--- src/rtl/uart_pkg.sv ---
// Shared definitions for the UART sample receiver and related serial blocks.
package uart_pkg;

    // 100 MHz system clock at 115200 baud.
    localparam int CLKS_PER_BIT_DEF = 868;

    // Width of an assembled filter sample.
    localparam int SAMPLE_W = 16;

    // Receiver frame state.
    typedef enum logic [2:0] {
        IDLE  = 3'd0,
        START = 3'd1,
        DATA  = 3'd2,
        STOP  = 3'd3,
        BREAK = 3'd4
    } rx_state_t;

endpackage

--- src/rtl/sync_2ff.sv ---
// Single-bit two-flop synchroniser for asynchronous inputs.
// RST_VAL should match the idle level of the source so reset produces no false edge.
module sync_2ff #(
    parameter logic RST_VAL = 1'b1
) (
    input  logic clk,
    input  logic rst,
    input  logic d,
    output logic q
);

    logic meta;

    // Two-stage capture; the first stage may go metastable, the second is used.
    always_ff @(posedge clk or negedge rst) begin
        if (!rst) begin
            meta <= RST_VAL;
            q    <= RST_VAL;
        end else begin
            meta <= d;
            q    <= meta;
        end
    end

endmodule

--- src/rtl/uart_sample_rx.sv ---
// 8N1 UART receiver that pairs bytes (low byte first) into 16-bit samples.
// A bad stop bit drops the byte, resets byte pairing and waits for the line
// to return high, so a held-low line reports one framing error only.
module uart_sample_rx
    import uart_pkg::*;
#(
    parameter int CLKS_PER_BIT = CLKS_PER_BIT_DEF
) (
    input  logic                clk,
    input  logic                rst,
    input  logic                rxSerial,
    output logic [SAMPLE_W-1:0] sampleOut,
    output logic                sampleValid,
    output logic                frameErr
);

    localparam int             CW       = $clog2(CLKS_PER_BIT);
    localparam logic [CW-1:0]  CNT_LAST = CW'(CLKS_PER_BIT - 1);
    localparam logic [CW-1:0]  CNT_HALF = CW'(CLKS_PER_BIT / 2 - 1);

    logic          rx_s;
    rx_state_t     state;
    logic [CW-1:0] cnt;
    logic [2:0]    bit_idx;
    logic [7:0]    shift_reg;
    logic [7:0]    lo_byte;
    logic          phase;

    sync_2ff #(.RST_VAL(1'b1)) u_sync (
        .clk (clk),
        .rst (rst),
        .d   (rxSerial),
        .q   (rx_s)
    );

    // Frame state machine, byte pairing and registered output strobes.
    always_ff @(posedge clk or negedge rst) begin
        if (!rst) begin
            state       <= IDLE;
            cnt         <= '0;
            bit_idx     <= '0;
            shift_reg   <= '0;
            lo_byte     <= '0;
            phase       <= 1'b0;
            sampleOut   <= '0;
            sampleValid <= 1'b0;
            frameErr    <= 1'b0;
        end else begin
            sampleValid <= 1'b0;
            frameErr    <= 1'b0;
            case (state)
                IDLE: begin
                    if (!rx_s) begin
                        state <= START;
                        cnt   <= '0;
                    end
                end
                // Re-check the line mid start bit; a short low pulse is a glitch.
                START: begin
                    if (cnt == CNT_HALF) begin
                        cnt     <= '0;
                        bit_idx <= '0;
                        state   <= rx_s ? IDLE : DATA;
                    end else begin
                        cnt <= cnt + CW'(1);
                    end
                end
                DATA: begin
                    if (cnt == CNT_LAST) begin
                        cnt                <= '0;
                        shift_reg[bit_idx] <= rx_s;
                        bit_idx            <= bit_idx + 3'd1;
                        if (bit_idx == 3'd7)
                            state <= STOP;
                    end else begin
                        cnt <= cnt + CW'(1);
                    end
                end
                // Leaving for IDLE at mid stop bit leaves half a bit of margin
                // before a back-to-back start edge.
                STOP: begin
                    if (cnt == CNT_LAST) begin
                        cnt <= '0;
                        if (rx_s) begin
                            state <= IDLE;
                            if (!phase) begin
                                lo_byte <= shift_reg;
                                phase   <= 1'b1;
                            end else begin
                                sampleOut   <= {shift_reg, lo_byte};
                                sampleValid <= 1'b1;
                                phase       <= 1'b0;
                            end
                        end else begin
                            state    <= BREAK;
                            frameErr <= 1'b1;
                            phase    <= 1'b0;
                        end
                    end else begin
                        cnt <= cnt + CW'(1);
                    end
                end
                BREAK: begin
                    if (rx_s)
                        state <= IDLE;
                end
                default: state <= IDLE;
            endcase
        end
    end

endmodule

--- config.mk ---
export PLATFORM = sky130hd
export DESIGN_NAME = uart_sample_rx
export DESIGN_NICKNAME = d
export VERILOG_FILES = /design/src/rtl/uart_pkg.sv /design/src/rtl/sync_2ff.sv /design/src/rtl/uart_sample_rx.sv
export SDC_FILE = /design/constraint.sdc
export NUM_CORES = 1
export LEC_CHECK = 0
export CAP_MARGIN = 20
export CORE_MARGIN = 3
export CORE_UTILIZATION = 40
export CTS_BUF_LIST = sky130_fd_sc_hd__clkbuf_8
export DETAILED_ROUTE_END_ITERATION = 8
export GPL_ROUTABILITY_DRIVEN = 0
export PLACE_DENSITY = 0.6
export SLEW_MARGIN = 15
export SYNTH_ARGS = -nofsm -noshare
export SYNTH_HDL_FRONTEND = slang
export SYNTH_HIERARCHICAL = 1
export SYNTH_SLANG_ARGS = --single-unit
--- constraint.sdc ---
create_clock -name clk -period 2.5 [get_ports clk]
set_clock_uncertainty 0.1 [all_clocks]
set_input_delay 0.25 -clock clk [delete_from_list [all_inputs] [get_ports clk]]
set_output_delay 0.25 -clock clk [all_outputs]
set_load 0.01 [all_outputs]
; Word level (Yosys, flattened, before mapping)
; Index checks and enable logic that the tools add are counted.
[classes]
n_lt_le_gt_ge = 2
muxes = 28
n_addsub = 2
bitwise = 1
eq_ne = 13
reduce_logical = 12
[op_table]
columns = cell, n
row1 = 10-bit two-way mux, 3
row2 = 10-bit one-hot mux with 3 select lines, 1
row3 = 3-bit two-way mux, 9
row4 = 3-bit one-hot mux with 5 select lines, 1
row5 = "10-bit by 1-bit adder with 10-bit output, second input constant", 1
row6 = "10-bit == test, second input constant", 1
row7 = "10-bit by 9-bit == test with 1-bit output, second input constant", 1
row8 = 1-bit two-way mux, 10
row9 = "2-bit inequality test, second input constant", 5
row10 = 8-bit bitwise mux, 1
row11 = 4-bit AND reduction, 2
row12 = "3-bit by 2-bit == test with 1-bit output, second input constant", 2
row13 = "3-bit == test, second input constant", 2
row14 = 3-bit one-hot mux with 2 select lines, 1
row15 = 2-bit AND reduction, 3
row16 = 6-bit AND reduction, 1
row17 = "3-bit by 4-bit less-than comparator with 1-bit output, second input constant", 1
row18 = "3-bit by 1-bit adder with 3-bit output, second input constant", 1
row19 = 1-bit demux with 3-bit select, 1
row20 = "3-bit by 1-bit == test with 1-bit output, second input constant", 1
row21 = "3-bit by 1-bit greater-or-equal comparator with 1-bit output, second input constant", 1
row22 = 3-bit zero test, 1
row23 = 3-bit AND reduction, 1
row24 = 3-bit nonzero test, 1
row25 = other kinds (6), 6
[word_totals]
reg_bits = 53
input_bits = 3
out_inout_bits = 18
elab_cells = 69

; Longest topological paths before layout
[depth]
depth_word = 5
mapped_depth = 6
ltp_nobuf = 6

; By module
; The synthesis kept the hierarchy.
[modules_own_cells]
columns = mod, instances, cells_per_inst, seq_area_each_um2, area_each_um2
row1 = uart_sample_rx, 1, 206, 1276.2, 2447.3
row2 = sync_2ff, 1, 2, 52.6, 52.6

; Worst setup path after synthesis
; OpenSTA, ideal clock, no wires.
[synth_path]
kind = reg-to-reg
from = register cnt[0]
to = register sampleOut[10]
t_arrival_ns = 1.688
setup_slack_ns = 0.586
path_buffers = 1
period_less_slack_ns = 1.914
setup_ns = 0.125
stages_incl_launch_ff = 7
t_required_ns = 2.275
cell_sequence = dfrtp_1 > ha_1 > and4b_1 > and4_4 > nand3_4 > buf_6 > mux2_4
[synth_via]
elab_chain_len = 2
[synth_lines]
columns = item, line
row1 = start: declaration, uart_sample_rx.sv:23  ; logic [CW-1:0] cnt;
row2 = start signal: assignment, uart_sample_rx.sv:65  ; cnt <= cnt + CW'(1);
row3 = start signal: assignment, uart_sample_rx.sv:76  ; cnt <= cnt + CW'(1);
row4 = start signal: assignment, uart_sample_rx.sv:100  ; cnt <= cnt + CW'(1);
row5 = 10-bit == test, uart_sample_rx.sv:82  ; if (cnt == CNT_LAST) begin
row6 = 4-bit AND reduction (no line), n/a
row7 = end signal: assignment, uart_sample_rx.sv:90  ; sampleOut <= {shift_reg, lo_byte};
row8 = end: declaration, uart_sample_rx.sv:12  ; output logic [SAMPLE_W-1:0] sampleOut,
; No other way between the ends.
; A chain may end at the register's enable or synchronous reset.

; Worst setup path after layout
[layout_path]
from = register cnt[0]
to = register sampleOut[8]
; The elaborated chain is that of the path after synthesis.

==> results.txt <==
Post-CTS Hold Buffers: 1
Mux share of post-synthesis cell area: 16.27%
Maximum vdd drop: 0.2523 mV
Clk_lat worst skew: 0.31 ns
RSZ-0062 raised after global routing: no
Largest reg by FF count: sampleOut
Antenna Cells: 0
Clock slew at reported path FFs: 0.09 ns
Syn-to-layout area delta: 16.07%
DR vias/cell: 5.317
Initial antenna violation count: 0
Layout cells sized above 1: 23.50%
CTS root buffer: clkbuf_8
Post-route ant nets: 0
Yosys cell types: 46
Critical path class: reg -> reg
Row count: 28
Synth Area in Simple Gates: 14.96%
Fin Hold WS: 0.2447 ns
Post-Synth Adder-Cell Area: 2.002%
Slew headroom: 59.88%
Cts repair resizes: 0
TritonCTS clock tree: built
GRT Resource Usage Total: 13.65%
DRT Wirelength: 4.458 mm
Startpoint Class: flop
Worst Setup EP: sampleOut[8]$_DFFE_PN0P_
Warning count from the yosys run: 6
Setup repair bufs after CTS: 0
Die Span Y: 85.06 um
Tightest Hold Check Type: in -> reg
Avg Cell Area, Syn: 12.02 um2
Reg-to-reg slack, setup: 0.34 ns
Status: completed
Slew @ Worst Pin: 0.5969 ns
Core area: 0.005991 mm2
R2R cell count: 6
Setup_tns: 0 ns
Gr ovfl total: 0
Number of global-route vias before repair: 1,610
Max reg flops: 16
Hold path depth: 1
Final Hold Viols: 0
Residual DRC: 0
Cell leakage power: 0.001325 uW
Main combinational cell family by area after synthesis: multiplexers
Crit path from: cnt[0]$_DFFE_PN0P_
Xor/xnor cell area share of the yosys netlist: 0.3504%
Critical Path AT: 2.26 ns
Post-Syn Area: 0.002500 mm2
Syn nets: 215
Commonest non-fill, non-tap cells in the layout: dfrtp_1 (51), mux2_2 (21), clkdlybuf4s50_1 (19)
Die outline area: 0.007234 mm2
Sequential fraction of the synthesis area: 53.15%
Deepest clock path buffer count: 2
FMAX: 462.7 MHz
Final Instance Count excl. Fillers: 309
Placed cell count: 300
Minimum clock period: 2.161 ns
Initial core utilization: 41.73%
Worst r2r src: cnt[0]$_DFFE_PN0P_
Final Slew Violations: 0
Biggest regs: sampleOut x16, cnt x10
Via count: 1,643
EDFF count, synth: 0
CP Capture Type: flop
Hpwl dp: 3.192 mm
First-pass GRT wire length: 8.017 mm
CTS buffer count: 5
I/O Buffers: 20
Io pins: 21
CP required: 2.60 ns
Most used DFF post-synth: dfrtp_1
Die Width: 85.06 um
DRT iter0 DRCs: 118
Drt first pass iters: 4
Fin crit share: 86.45%
Worst reg2reg path endpoint: sampleOut[8]$_DFFE_PN0P_
Commonest non-fill, non-tap cell in the layout: dfrtp_1
P per Cell Area: 473.0 mW/mm2
Async set or reset register ratio after synthesis: 100.0%
Final setup vio count: 0
#FFs+latches synth: 53
Mapped Cells: 208
H-Tree Depth: 2
Post-synthesis compound-gate area fraction: 10.26%
MaxCap Viol Count: 0
Max Fanout on Critical Path: 11
Detailed-route wire length per cell: 14.43 um
Sink Count: 53
Largest net degree at the start of global routing: 32
Tot Pwr: 1372 uW
Nets: 240
power breakdown:
part	leakage (uW)	internal [uW]	switching, uW
clock	0.0000445	199	285
combinational	0.000561	6.78	17.8
sequential	0.000719	860	4.11
total	0.00132	1070	307
through the flow:
| step | util (%) | worst slack, ns | cell area [um2] |
|---|---|---|---|
| global placement | 46.76 | 0.4093 | 2801 |
| floorplan | - | 0.5864 | 2500 |
| global route | 48.43 | 0.2198 | 2902 |
| CTS | 48.43 | 0.3360 | 2902 |
| finish | 48.43 | 0.3386 | 2902 |
| detailed placement | 46.76 | 0.3409 | 2801 |
cell type report:
type                            count  area [um2]
Clock inverter                      3       21.27
Fill cell                         559        3089
Clock buffer                        5       68.82
Multi-Input combinational cell    138        1096
Timing Repair Buffer               27       262.8
Inverter                            8       30.03
Sequential cell                    53        1329
Tap cell                           75       93.84
cells in the mapped netlist, types with 2 or more instances:
cell,instances,area [um2]
dfrtp_1,51,1276
mux2_2,21,236.5
nand2_1,18,67.56
o21ai_0,14,70.07
nor3_1,11,55.05
mux2_4,10,150.1
inv_1,8,30.03
o211ai_1,6,45.04
clkbuf_1,5,18.77
nor2_1,5,18.77
a21oi_1,4,20.02
ha_1,4,50.05
nand4_1,4,25.02
o2111ai_1,4,35.03
buf_2,3,15.01
and3_1,2,12.51
dfstp_2,2,52.55
mux2i_1,2,20.02
nand2b_1,2,12.51
nand3_1,2,10.01
nor2b_1,2,12.51
nor3b_1,2,15.01
o21a_1,2,15.01
o22ai_1,2,12.51
worst max-delay path, cell delays in order (launching register included):
cell     delay (ns)
dfrtp_1        0.42
ha_1           0.22
and4b_1        0.34
and4_4         0.29
nand3_4        0.13
buf_4          0.24
mux2_4         0.31
worst min-delay path by stage:
stage | start | end | slack (ns)
6_report | rxSerial | u_sync/meta$_DFF_PN1_ | 0.24
5_1_grt | rxSerial | u_sync/meta$_DFF_PN1_ | 0.23
4_1_cts | rxSerial | u_sync/meta$_DFF_PN1_ | 0.23
3_5_place_dp | rst | cnt[7]$_DFFE_PN0P_ | 0.17
3_3_place_gp | rst | cnt[7]$_DFFE_PN0P_ | 0.17
2_1_floorplan | rst | bit_idx[0]$_DFFE_PN0P_ | -0.15
routing by layer:
layer	vias to the layer above	routed length (um)	global-route usage, %
li1	808	-	-
met1	794	2292	20.56
met2	34	1906	19.28
met3	7	180	2.718
met4	0	78	5.180
met5	-	0	0
cells by family after synthesis:
| kind of cell | count (synthesis) |
|---|---|
| AND/OR/NAND/NOR | 61 |
| flip-flops | 53 |
| AO/OA/AOI/OAI | 39 |
| multiplexers | 33 |
| buffers and inverters | 17 |
| adder cells (fa/ha/maj) | 4 |
| XOR/XNOR | 1 |
Power figures use the tool's default switching activity.
